`src/rtl/move_sequencer_if.sv`:
```
// rtl/move_sequencer_if.sv - drop request, board memory and logic unit signals of the move sequencer
interface move_sequencer_if #(
  parameter int NUM_ROWS = 6
);
  logic                drop_req;
  logic [2:0]          drop_col;
  logic                drop_ack;
  logic                drop_err;
  logic                busy;
  logic [2:0]          mem_addr;
  logic                mem_wr;
  logic [NUM_ROWS-1:0] onoff_rd;
  logic [NUM_ROWS-1:0] player_rd;
  logic [NUM_ROWS-1:0] onoff_wr;
  logic [NUM_ROWS-1:0] player_wr;
  logic                lu_go;
  logic [1:0]          lu_result;
  logic                cur_player;
  logic [5:0]          move_count;
  logic                game_over;
  logic [1:0]          winner;

  modport slave (
    input  drop_req, drop_col, onoff_rd, player_rd, lu_result,
    output drop_ack, drop_err, busy, mem_addr, mem_wr, onoff_wr, player_wr,
           lu_go, cur_player, move_count, game_over, winner
  );

  modport master (
    output drop_req, drop_col, onoff_rd, player_rd, lu_result,
    input  drop_ack, drop_err, busy, mem_addr, mem_wr, onoff_wr, player_wr,
           lu_go, cur_player, move_count, game_over, winner
  );
endinterface

```
`src/rtl/move_sequencer.sv`:
```
// rtl/move_sequencer.sv - sequences one Connect Four move: read column, validate, write back, evaluate
module move_sequencer #(
  parameter int NUM_COLS    = 7,
  parameter int NUM_ROWS    = 6,
  parameter int RESULT_WAIT = 1
) (
  input logic             clk,
  input logic             reset,
  move_sequencer_if.slave bus
);
  typedef enum logic [2:0] {
    S_IDLE, S_READ, S_CHECK, S_WRITE, S_WAIT, S_EVAL, S_ERR, S_OVER
  } state_t;

  localparam logic [3:0] COL_LIMIT = 4'(NUM_COLS);
  localparam logic [5:0] TOTAL     = 6'(NUM_COLS * NUM_ROWS);
  localparam logic [7:0] WAIT_LOAD = 8'(RESULT_WAIT - 1);

  state_t              state;
  logic [2:0]          col_q;
  logic [NUM_ROWS-1:0] onoff_q;
  logic [NUM_ROWS-1:0] player_q;
  logic [7:0]          wait_cnt;
  logic                ack_q, err_q, busy_q, wr_q, go_q;
  logic                player_q_cur;
  logic [5:0]          count_q;
  logic                over_q;
  logic [1:0]          winner_q;

  logic [2:0]          height;
  logic                therm;
  logic                hole;
  logic                full;
  logic [NUM_ROWS-1:0] placed;

  // Height counts set bits; a set bit above a clear one breaks the thermometer shape.
  always_comb begin
    height = '0;
    therm  = 1'b1;
    hole   = 1'b0;
    placed = bus.player_rd;
    for (int i = 0; i < NUM_ROWS; i++) begin
      if (bus.onoff_rd[i]) begin
        if (hole) therm = 1'b0;
        height = height + 3'd1;
      end else begin
        hole = 1'b1;
      end
    end
    for (int i = 0; i < NUM_ROWS; i++) begin
      if (height == 3'(i)) placed[i] = player_q_cur;
    end
    full = &bus.onoff_rd;
  end

  always_ff @(posedge clk) begin
    if (reset) begin
      state        <= S_IDLE;
      col_q        <= '0;
      onoff_q      <= '0;
      player_q     <= '0;
      wait_cnt     <= '0;
      ack_q        <= 1'b0;
      err_q        <= 1'b0;
      busy_q       <= 1'b0;
      wr_q         <= 1'b0;
      go_q         <= 1'b0;
      player_q_cur <= 1'b0;
      count_q      <= '0;
      over_q       <= 1'b0;
      winner_q     <= '0;
    end else begin
      ack_q <= 1'b0;
      err_q <= 1'b0;
      wr_q  <= 1'b0;
      go_q  <= 1'b0;
      case (state)
        S_IDLE: begin
          if (bus.drop_req) begin
            col_q  <= bus.drop_col;
            busy_q <= 1'b1;
            if ({1'b0, bus.drop_col} >= COL_LIMIT) begin
              state <= S_ERR;
              err_q <= 1'b1;
            end else begin
              state <= S_READ;
            end
          end
        end
        S_READ: state <= S_CHECK;
        S_CHECK: begin
          if (!therm || full) begin
            state <= S_ERR;
            err_q <= 1'b1;
          end else begin
            onoff_q  <= {bus.onoff_rd[NUM_ROWS-2:0], 1'b1};
            player_q <= placed;
            state    <= S_WRITE;
            wr_q     <= 1'b1;
            go_q     <= 1'b1;
          end
        end
        S_WRITE: begin
          count_q  <= count_q + 6'd1;
          wait_cnt <= WAIT_LOAD;
          state    <= S_WAIT;
        end
        S_WAIT: begin
          if (wait_cnt == 8'd0) begin
            state <= S_EVAL;
            ack_q <= 1'b1;
          end else begin
            wait_cnt <= wait_cnt - 8'd1;
          end
        end
        S_EVAL: begin
          // Reserved result 11 falls through to the draw/continue decision.
          if (bus.lu_result == 2'b01 || bus.lu_result == 2'b10) begin
            winner_q <= bus.lu_result;
            over_q   <= 1'b1;
            state    <= S_OVER;
          end else if (count_q == TOTAL) begin
            winner_q <= 2'b11;
            over_q   <= 1'b1;
            state    <= S_OVER;
          end else begin
            player_q_cur <= ~player_q_cur;
            busy_q       <= 1'b0;
            state        <= S_IDLE;
          end
        end
        S_ERR: begin
          busy_q <= 1'b0;
          state  <= S_IDLE;
        end
        S_OVER: state <= S_OVER;
        default: begin
          busy_q <= 1'b0;
          state  <= S_IDLE;
        end
      endcase
    end
  end

  assign bus.drop_ack   = ack_q;
  assign bus.drop_err   = err_q;
  assign bus.busy       = busy_q;
  assign bus.mem_addr   = col_q;
  assign bus.mem_wr     = wr_q;
  assign bus.lu_go      = go_q;
  assign bus.onoff_wr   = onoff_q;
  assign bus.player_wr  = player_q;
  assign bus.cur_player = player_q_cur;
  assign bus.move_count = count_q;
  assign bus.game_over  = over_q;
  assign bus.winner     = winner_q;
endmodule

```
`src/flat_wrapper.sv`:
```
// flat-port wrapper written by rule: the top's interface ports become plain ports
module move_sequencer_flat 
#(
  parameter int NUM_COLS    = 7,
  parameter int NUM_ROWS    = 6,
  parameter int RESULT_WAIT = 1
)
  (clk, reset, bus_drop_req, bus_drop_col, bus_onoff_rd, bus_player_rd, bus_lu_result, bus_drop_ack, bus_drop_err, bus_busy, bus_mem_addr, bus_mem_wr, bus_onoff_wr, bus_player_wr, bus_lu_go, bus_cur_player, bus_move_count, bus_game_over, bus_winner);
  move_sequencer_if #(.NUM_ROWS(NUM_ROWS)) bus_i ();
  input logic clk;
  input logic reset;
  input wire logic [$bits(bus_i.drop_req)-1:0] bus_drop_req;
  input wire logic [$bits(bus_i.drop_col)-1:0] bus_drop_col;
  input wire logic [$bits(bus_i.onoff_rd)-1:0] bus_onoff_rd;
  input wire logic [$bits(bus_i.player_rd)-1:0] bus_player_rd;
  input wire logic [$bits(bus_i.lu_result)-1:0] bus_lu_result;
  output wire logic [$bits(bus_i.drop_ack)-1:0] bus_drop_ack;
  output wire logic [$bits(bus_i.drop_err)-1:0] bus_drop_err;
  output wire logic [$bits(bus_i.busy)-1:0] bus_busy;
  output wire logic [$bits(bus_i.mem_addr)-1:0] bus_mem_addr;
  output wire logic [$bits(bus_i.mem_wr)-1:0] bus_mem_wr;
  output wire logic [$bits(bus_i.onoff_wr)-1:0] bus_onoff_wr;
  output wire logic [$bits(bus_i.player_wr)-1:0] bus_player_wr;
  output wire logic [$bits(bus_i.lu_go)-1:0] bus_lu_go;
  output wire logic [$bits(bus_i.cur_player)-1:0] bus_cur_player;
  output wire logic [$bits(bus_i.move_count)-1:0] bus_move_count;
  output wire logic [$bits(bus_i.game_over)-1:0] bus_game_over;
  output wire logic [$bits(bus_i.winner)-1:0] bus_winner;
  assign bus_i.drop_req = bus_drop_req;
  assign bus_i.drop_col = bus_drop_col;
  assign bus_i.onoff_rd = bus_onoff_rd;
  assign bus_i.player_rd = bus_player_rd;
  assign bus_i.lu_result = bus_lu_result;
  assign bus_drop_ack = bus_i.drop_ack;
  assign bus_drop_err = bus_i.drop_err;
  assign bus_busy = bus_i.busy;
  assign bus_mem_addr = bus_i.mem_addr;
  assign bus_mem_wr = bus_i.mem_wr;
  assign bus_onoff_wr = bus_i.onoff_wr;
  assign bus_player_wr = bus_i.player_wr;
  assign bus_lu_go = bus_i.lu_go;
  assign bus_cur_player = bus_i.cur_player;
  assign bus_move_count = bus_i.move_count;
  assign bus_game_over = bus_i.game_over;
  assign bus_winner = bus_i.winner;
  move_sequencer #(.NUM_COLS(NUM_COLS), .NUM_ROWS(NUM_ROWS), .RESULT_WAIT(RESULT_WAIT)) u_core (.clk(clk), .reset(reset), .bus(bus_i));
endmodule
```
`config.mk`:
```
export PLATFORM = sky130hd
export DESIGN_NAME = move_sequencer_flat
export DESIGN_NICKNAME = d
export VERILOG_FILES = /design/src/rtl/move_sequencer_if.sv /design/src/rtl/move_sequencer.sv /design/src/flat_wrapper.sv
export SDC_FILE = /design/constraint.sdc
export NUM_CORES = 1
export LEC_CHECK = 0
export BUFFER_PORTS_ARGS = -buffer_cell sky130_fd_sc_hd__buf_2
export CAP_MARGIN = 20
export CORE_ASPECT_RATIO = 0.9
export CORE_MARGIN = 3
export CORE_UTILIZATION = 57
export CTS_BUF_LIST = sky130_fd_sc_hd__clkbuf_4 sky130_fd_sc_hd__clkbuf_8 sky130_fd_sc_hd__clkbuf_16
export DETAILED_ROUTE_END_ITERATION = 12
export HOLD_SLACK_MARGIN = 0.02
export PLACE_DENSITY = 0.81
export SYNTH_ARGS = -nofsm -noshare
export SYNTH_HDL_FRONTEND = slang
export SYNTH_SLANG_ARGS = --single-unit
```
`constraint.sdc`:
```
create_clock -name clk -period 6.2 [get_ports clk]
set_input_delay 1.24 -clock clk [delete_from_list [all_inputs] [get_ports clk]]
set_output_delay 1.24 -clock clk [all_outputs]
set_load 0.05 [all_outputs]
```
After elaboration in Yosys (flattened, before gate mapping)
Cells that the tools add are included.
{ "word_totals": {"out_inout_bits": 30, "register_bits": 40, "input_bits": 20} }
{ "op_classes": {"n_eq_ne": 20, "n_bitwise": 6, "muxes": 50, "n_lt_le_gt_ge": 1, "reduce_logical": 19, "add_sub_neg": 7} }
{ "ops": {"columns": ["cell", "n"], "rows": [
  ["$mux 3", 11],
  ["$mux 1", 32],
  ["$pmux 3 s8", 1],
  ["$eq 3x3->1 const B", 6],
  ["$pmux 8 s2", 1],
  ["$add 3x1->3 const B", 4],
  ["$eq 3x2->1 const B", 4],
  ["$reduce_and 2->1", 5],
  ["$logic_not 8->1", 1],
  ["$mux 8", 1],
  ["$ne 2x2->1 const B", 4],
  ["$sub 8x1->8 const B", 1],
  ["$add 6x1->6 const B", 1],
  ["$eq 3x1->1 const B", 2],
  ["$eq 6x6->1 const B", 1],
  ["$logic_not 3->1", 2],
  ["$not 1->1", 6],
  ["$reduce_and 6->1", 1],
  ["$mux 2", 2],
  ["$reduce_and 4->1", 1],
  ["$reduce_bool 2->1", 2],
  ["$reduce_or 2->1", 2],
  ["$ge 3x3->1 const B", 1],
  ["$pmux 1 s3", 1],
  ["other kinds (9)", 10]
]} }

Logic depth before layout (Yosys ltp)
Gate-level depths: netlist of the first run.
{ "logic_depth": {"ltp_word": 14, "ltp_mapped": 16, "mapped_depth_nobuf": 16} }

Worst setup path before layout of the first run
No wires, ideal clock.
{ "synth_timing": {"path_kind": "input to register", "start": "input port bus_onoff_rd[0]", "end": "register u_core.player_q[4], in the netlist u_core.bus.player_wr[4]", "path_stages": 15, "t_arrival_ns": 3.859, "path_slack_ns": 2.250, "path_cell_list": "inv_1 ha_1 xor2_1 ha_1 nand2_1 o31ai_1 ha_1 nor2b_1 nor2_1 ha_1 nand2_1 xor2_1 xor2_1 nand4_1 a311oi_1"} }
{ "synth_between": {"elab_chain_len": 14, "word_cells_on_any_way": 33, "cone_classes": "add/sub (5); eq/ne (1); mux (22); bitwise (1); reduce/logical (4)"} }
{ "synth_rtl": {"columns": ["element", "line_no", "text"], "rows": [
  ["start: declaration", "flat_wrapper.sv:14", "input wire logic [$bits(bus_i.onoff_rd)-1:0] bus_onoff_rd;"],
  ["parallel branches: the longest is 14 deep, another holds $add 3x1->3", null, null],
  ["end signal: assignment", "move_sequencer.sv:97", "player_q <= placed;"],
  ["end: declaration", "move_sequencer.sv:22", "logic [NUM_ROWS-1:0] player_q;"]
]} }
Parallel ways; which one is timed is not known.
A chain may end at the register's enable or synchronous reset.

Worst setup path in the final report of the first run
{ "layout_timing": {"start": "input port bus_onoff_rd[0]", "end": "register u_core.player_q[5], in the netlist u_core.bus.player_wr[5]"} }
Same word-level chain as after synthesis.

==> results of run 1 <==
cell type report:
class	count	share of cell area, %
clock buffer	6	3.10
multi-input combinational	182	49.2
inverter	10	1.53
tap	44	2.24
sequential	40	32.6
clock inverter	2	1.42
timing repair buffer	49	9.97
power by group through the flow:
stage / clock, mW / combinational, mW / sequential (mW)
floorplan: 0 / 0.143 / 0.346
global placement: 0 / 0.217 / 0.313
detailed placement: 0 / 0.219 / 0.314
CTS: 0.215 / 0.220 / 0.308
global route: 0.224 / 0.243 / 0.313
finish: 0.210 / 0.220 / 0.309
worst max path at each step:
| stage | startpoint | cells past startpoint | to | slack [ns] |
|---|---|---|---|---|
| 3_3_place_gp | bus_onoff_rd[0] | 16 | u_core.bus.player_wr[4] | 1.96 |
| 3_5_place_dp | bus_onoff_rd[0] | 16 | u_core.bus.player_wr[5] | 1.84 |
| 6_report | bus_onoff_rd[0] | 16 | u_core.bus.player_wr[5] | 2.15 |
| 2_1_floorplan | bus_onoff_rd[0] | 15 | u_core.bus.player_wr[4] | 2.25 |
| 5_1_grt | bus_onoff_rd[0] | 16 | u_core.bus.player_wr[5] | 1.93 |
| 4_1_cts | bus_onoff_rd[0] | 16 | u_core.bus.player_wr[5] | 2.14 |
routing by layer:
metal  routed length [microns]  vias up  GRT usage (%)  share of wire, %
li1                          -      943              -                 -
met1                      2110      852           26.7                49
met2                      1830       58           29.4                43
met3                       313        6           6.76               7.3
met4                        41        0           5.98              0.95
met5                         0        -              0                 0
placed cells by master (no fill, tap or decap), types with 6 or more instances in the layout:
cell type	instances
inv_1	10
o31ai_1	7
a211oi_1	6
ha_1	11
a21oi_1	9
dfxtp_1	40
o21ai_0	6
buf_2	49
a311oi_1	6
nor2_1	41
nand4_1	9
xor2_1	13
nand2_1	24
kinds of logic after synthesis:
group	synth area share (%)
AND/OR/NAND/NOR	23.1
AO/OA/AOI/OAI	14.7
flip-flops	37.6
buffers and inverters	5.58
XOR/XNOR	10.6
adder cells (fa/ha/maj)	6.46
multiplexers	1.88
critical path: stages:
cell and delay [ns]:
buf_2 0.10, inv_1 0.06, ha_1 0.34, xor2_1 0.16, ha_1 0.28, nand2_1 0.05
o31ai_1 0.14, ha_1 0.33, nor2b_1 0.14, nor2_1 0.07, ha_1 0.17, nand2_1 0.08
xor2_1 0.23, xor2_1 0.43, nand4_1 0.14, a311oi_1 0.29
synthesized netlist by cell type (all sizes together), types with 3 or more instances:
library cell   n
nor2          41
dfxtp         40
nand2         24
xor2          15
ha            11
a21oi         10
clkbuf        10
inv           10
nand4          9
o31ai          8
buf            7
o21ai          7
a211oi         6
a311oi         6
nand3          5
mux2i          4
nor3           4
xnor2          4
nand4b         3
nor2b          3
per-stage QoR:
stage	cells	util, %
finish	333	70.7
CTS	333	70.7
global route	333	70.7
floorplan	249	-
detailed placement	325	67.5
global placement	325	67.5
state kept, by name, summed over array words and instances (netlist names):
register / flops
u_core.bus.move_count: 6
u_core.bus.mem_wr: 1
u_core.bus.winner: 2
u_core.bus.drop_err: 1
u_core.bus.drop_ack: 1
u_core.wait_cnt: 8
u_core.bus.mem_addr: 3
u_core.state: 3
u_core.bus.busy: 1
u_core.bus.onoff_wr: 6
u_core.bus.game_over: 1
u_core.bus.cur_player: 1
u_core.bus.player_wr: 6
==> impl_metrics.env, run 1 <==
export IMPL_min_path_type="flip-flop to flip-flop"
export IMPL_firstDrtPassIters=4
export IMPL_reg2reg_from="u_core.bus.move_count[1]"
export IMPL_async_reset_ff_share_pct=0
export IMPL_clkTransAtPathRegs_ns=0.08
export IMPL_whs_endpoint="u_core.bus.onoff_wr[2]"
export IMPL_crit_path_end_kind="flip-flop"
export IMPL_dieArea_sq_mm=0.00451
export IMPL_globalRouteOverflowTotal=0
export IMPL_synth_seq_area_share_pct=37.6
export IMPL_reg2reg_to="u_core.bus.winner[0]"
export IMPL_setup_violations_final=0
export IMPL_synth_area_leaders="dfxtp_1 (38%), nor2_1 (7.2%), ha_1 (6.5%)"
export IMPL_hp_start="u_core.bus.onoff_wr[2]"
export IMPL_whs_ns=0.462
export IMPL_crit_arrival_ns=4.26
export IMPL_finalCritPeriodShare_pct=65.4
export IMPL_switching_share_pct=35.8
export IMPL_grt_start_max_net_pins=35
export IMPL_ys_flop_type="dfxtp_1"
export IMPL_start_util_pct=61.2
export IMPL_setup_tns_ns=0
export IMPL_place_congestion=0.877
export IMPL_placed_cell_area_sq_mm=0.00235
export IMPL_fin_crit_ns=4.05
export IMPL_synthCells=249
export IMPL_final_setup_worst_slack_ns=2.15
export IMPL_drt_iter0_drc=90
export IMPL_fillerInstances=291
export IMPL_leakagePower_nw=1.03
export IMPL_worst_setup_path_type="primary input to flip-flop"
export IMPL_place_ws_ns=1.84
export IMPL_hold_viol_final=0
export IMPL_p_int_mw=0.475
export IMPL_dr_total_vias=1859
export IMPL_cts_made_buffers=5
export IMPL_cts_sinks=40
export IMPL_worst_slew_pin_slew_ns=0.640
export IMPL_clock_latency_ns=0.29
export IMPL_r2r_cells=6
export IMPL_drt_wirelength_per_cell_microns=12.9
export IMPL_hold_buffers=0
export IMPL_synth_edff_count=0
export IMPL_startpoint_type="primary input"
export IMPL_ios=50
export IMPL_htreeDepth=2
export IMPL_hold_path_cell_count=2
export IMPL_design_area_sq_mm=0.00246
export IMPL_io_buffers=49
export IMPL_rsz0062_at_grt="false"
export IMPL_drtAntennaViolNets=0
export IMPL_die_width_microns=70.4
export IMPL_p_sw_mw=0.265
export IMPL_grt_util_all_layers_pct=19.7
export IMPL_place_hpwl_mm=3.17
export IMPL_multi_input_area_sq_mm=0.00121
export IMPL_finalWirelength_mm=4.30
export IMPL_post_cts_resized=0
export IMPL_syn_area_sq_mm=0.00213
export IMPL_ys_types=45
export IMPL_slew_headroom_pct=56.9
export IMPL_cts_tree="built"
export IMPL_rows=20
export IMPL_final_net_count=319
export IMPL_coreArea_sq_mm=0.00348
export IMPL_post_route_drc_count=0
export IMPL_combPwrFrac_pct=29.8
export IMPL_grt_pass1_vias=1659
export IMPL_peakVddDrop_mv=0.233
export IMPL_final_layout_size_suffix_gt1_share_pct=22.5
export IMPL_cts_buffer_depth=2
export IMPL_fmax_mhz=247
export IMPL_area_delta_synth_final_pct=15.5
export IMPL_synth_area_per_cell_sq_um=8.55
export IMPL_antenna_cells=0
export IMPL_worst_path_max_fanout=6
export IMPL_clockPowerShare_pct=28.4
export IMPL_cts_root_buf="clkbuf_8"
export IMPL_cap_violations=0
export IMPL_skew_ns=0.00751
export IMPL_ys_ff_latch=40
export IMPL_power_frac_seq_pct=41.8
export IMPL_synth_fp_nets=280
export IMPL_synth_top_cell_area_share_pct=37.6
export IMPL_rrSetupSlack_ns=4.22
export IMPL_post_cts_buffers=0
export IMPL_report_final_slew_viol_count=0
export IMPL_die_y_microns=64.0
export IMPL_p_total_mw=0.740
export IMPL_antenna_found_initial=0
export IMPL_routed_via_density=5.58
export IMPL_worstPathRequired_ns=6.40
export IMPL_grt_pass1_wl_mm=7.23
export IMPL_ys_warn_count=0
export IMPL_regArea_sq_um=801
export IMPL_yosysTopAreaCell="dfxtp_1"
export IMPL_powerDensity_mw_per_mm2=301
export IMPL_outcome="finished, final reports clean"
Note: power is estimated with default switching activity, not from simulation.
==> run 2: changes to the inputs <==
ABC_AREA = 1   (was not set)
CORE_UTILIZATION = 48   (was 57)
PLACE_DENSITY = 0.72   (was 0.81)
clock period = 3.4 ns   (was 6.2 ns; I/O delays follow)
==> impl_metrics.env, run 2 <==
export IMPL_dieArea_sq_mm=0.00538
export IMPL_dr_total_vias=2106
export IMPL_coreArea_sq_mm=0.00421
export IMPL_final_net_count=395
export IMPL_yosysTopAreaCell="dfxtp_1"
export IMPL_drt_iter0_drc=77
export IMPL_skew_ns=0.00686
export IMPL_worst_setup_path_type="primary input to flip-flop"
export IMPL_final_layout_size_suffix_gt1_share_pct=20.3
export IMPL_rrSetupSlack_ns=1.65
export IMPL_die_width_microns=77.0
export IMPL_cts_made_buffers=5
export IMPL_combPwrFrac_pct=35.3
export IMPL_start_util_pct=51.7
export IMPL_clockPowerShare_pct=28.2
export IMPL_leakagePower_nw=1.31
export IMPL_fin_crit_ns=3.09
export IMPL_place_congestion=0.820
export IMPL_ys_types=31
export IMPL_min_path_type="flip-flop to flip-flop"
export IMPL_worstSetupEndpoint="u_core.bus.player_wr[2]"
export IMPL_critPathLaunch="bus_onoff_rd[0]"
export IMPL_synth_top_cell_area_share_pct=36.8
export IMPL_drt_wirelength_per_cell_microns=11.6
export IMPL_slew_headroom_pct=63.7
export IMPL_async_reset_ff_share_pct=0
export IMPL_fmax_mhz=323
export IMPL_hold_viol_final=0
export IMPL_firstDrtPassIters=4
export IMPL_switching_share_pct=37.2
export IMPL_crit_path_end_kind="flip-flop"
export IMPL_worstPathRequired_ns=3.57
export IMPL_finalCritPeriodShare_pct=91.0
export IMPL_worst_path_max_fanout=8
export IMPL_ios=50
export IMPL_synth_edff_count=0
export IMPL_synth_fp_nets=343
export IMPL_place_hpwl_mm=3.69
export IMPL_whs_ns=0.460
export IMPL_synth_area_leaders="dfxtp_1 (37%), nand2_1 (11%), nand3_1 (8.5%)"
export IMPL_largest_reg_flops=8
export IMPL_reg2reg_from="u_core.state[0]"
export IMPL_reg2reg_to="u_core.wait_cnt[4]"
export IMPL_rows=22
export IMPL_r2r_cells=8
export IMPL_place_ws_ns=-0.0426
export IMPL_most_common_layout_cells="nand2_1 (62), buf_2 (49), inv_1 (45)"
export IMPL_antenna_cells=0
export IMPL_setup_tns_ns=0
export IMPL_crit_arrival_ns=3.26
export IMPL_outcome="finished, final reports clean"
export IMPL_p_int_mw=1.00
export IMPL_cap_violations=0
export IMPL_final_setup_worst_slack_ns=0.306
export IMPL_synthCells=312
export IMPL_antenna_found_initial=0
export IMPL_worst_slew_pin_slew_ns=0.538
export IMPL_report_final_slew_viol_count=0
export IMPL_drtAntennaViolNets=0
export IMPL_largest_register="u_core.wait_cnt"
export IMPL_cts_sinks=40
export IMPL_startpoint_type="primary input"
export IMPL_powerDensity_mw_per_mm2=606
export IMPL_routed_via_density=4.97
export IMPL_cts_tree="built"
export IMPL_ys_flop_type="dfxtp_1"
export IMPL_ys_ff_latch=40
export IMPL_power_frac_seq_pct=36.5
export IMPL_cts_root_buf="clkbuf_8"
export IMPL_clock_latency_ns=0.29
export IMPL_globalRouteOverflowTotal=0
export IMPL_grt_util_all_layers_pct=19.0
export IMPL_p_sw_mw=0.595
export IMPL_yosys_top_cells_count="nand2_1 (62), inv_1 (45), dfxtp_1 (40), nand3_1 (37), a21oi_1 (29)"
export IMPL_setup_violations_final=0
export IMPL_area_delta_synth_final_pct=21.3
export IMPL_grt_pass1_vias=1900
export IMPL_io_buffers=49
export IMPL_cts_buffer_depth=2
export IMPL_post_route_drc_count=0
export IMPL_die_y_microns=69.9
export IMPL_yosysMostFrequentCell="nand2_1"
export IMPL_peakVddDrop_mv=0.416
export IMPL_grt_pass1_wl_mm=8.53
export IMPL_synth_area_per_cell_sq_um=6.97
export IMPL_clkTransAtPathRegs_ns=0.08
export IMPL_rsz0062_at_grt="false"
export IMPL_htreeDepth=2
export IMPL_finalWirelength_mm=4.93
export IMPL_ys_warn_count=0
export IMPL_grt_start_max_net_pins=21
export IMPL_synth_seq_area_share_pct=36.8
export IMPL_mostFrequentLayoutCell="nand2_1"
export IMPL_syn_area_sq_mm=0.00218
-- run 2: cell types whose count changed after synthesis, sizes merged, moves of 5 or more --
cell / before / now
clkbuf: 10 / 2
nor2: 41 / 23
o21ai: 7 / 20
nand3: 5 / 38
o31ai: 8 / 0
nand2: 24 / 68
xor2: 15 / 2
a21oi: 10 / 29
a311oi: 6 / 1
inv: 10 / 47
a211oi: 6 / 1
-- run 2: stage by stage --
step,util [%],area [sq um],power (mW),instances
2_1_floorplan,-,2180,1.02,312
3_3_place_gp,58.9,2480,1.13,417
3_5_place_dp,58.9,2480,1.14,417
4_1_cts,62.0,2610,1.60,424
5_1_grt,62.7,2640,1.72,424
6_report,62.7,2640,1.60,424
-- run 2: power by group through the flow --
stage               logic, mW  clock network [mW]  registers [mW]
global route            0.645               0.480           0.595
floorplan               0.338                   0           0.678
finish                  0.564               0.452           0.584
CTS                     0.558               0.460           0.584
global placement        0.541                   0           0.593
detailed placement      0.550                   0           0.594
-- run 2: routing by layer --
| layer | wire [microns] | up-vias | GRT usage, % |
|---|---|---|---|
| met5 | 0 | - | 0 |
| met4 | 34 | 0 | 4.74 |
| met3 | 236 | 5 | 4.64 |
| met2 | 2170 | 49 | 30.2 |
| met1 | 2490 | 926 | 26.0 |
| li1 | - | 1126 | - |
-- run 2: critical path, cell delays in order --
cell and delay (ns):
buf_2 0.11, inv_1 0.11, ha_4 0.22, inv_1 0.05, nand2_1 0.08, nand2_2 0.09
inv_1 0.05, ha_1 0.29, nand2_1 0.09, nand2_1 0.06, ha_1 0.28, nand2_1 0.09
nand2_1 0.06, ha_1 0.17, nand2_1 0.10, xnor2_2 0.12, inv_1 0.05, nand2_1 0.06
nand2_2 0.09, buf_12 0.14, nand3_1 0.08, nand2_1 0.05, nand3_1 0.06, a21oi_1 0.06
-- run 2: area by class of cell --
class	instances	area [sq um]
Clock buffer	5	68.8
Clock inverter	2	60.1
Fill cell	394	1570
Inverter	48	185
Multi-Input combinational cell	219	1180
Sequential cell	40	801
Tap cell	60	75.1
Timing Repair Buffer	50	265
-- run 2: repair_timing --
item,4_1_cts,5_1_grt
endpoints found under the setup margin,0,2
hold buffers,0,0
setup buffers,0,0
endpoints found under the hold margin,0,0
resized for setup,0,4
-- run 2: how the worst min path moves through the flow --
stage	from	end	slack (ns)	depth (start not counted)
floorplan	u_core.wait_cnt[7]	u_core.wait_cnt[7]	0.44	2
global placement	u_core.bus.onoff_wr[0]	u_core.bus.onoff_wr[0]	0.45	2
detailed placement	u_core.bus.player_wr[4]	u_core.bus.player_wr[4]	0.45	2
CTS	u_core.bus.mem_addr[0]	u_core.bus.mem_addr[0]	0.46	2
global route	u_core.bus.mem_addr[0]	u_core.bus.mem_addr[0]	0.48	2
finish	u_core.bus.mem_addr[0]	u_core.bus.mem_addr[0]	0.46	2
-- run 2: kinds of logic (layout without fill, tap and decap cells) --
group,count (synthesis),count (layout),synth area share (%)
AOI/OAI and AO/OA,54,54,13.5
buffers and inverters,53,105,10.1
DFF,40,40,36.8
and+or+nand+nor,150,150,31.7
xor gates and xnor gates,4,4,1.61
adders and majority gates,11,11,6.33
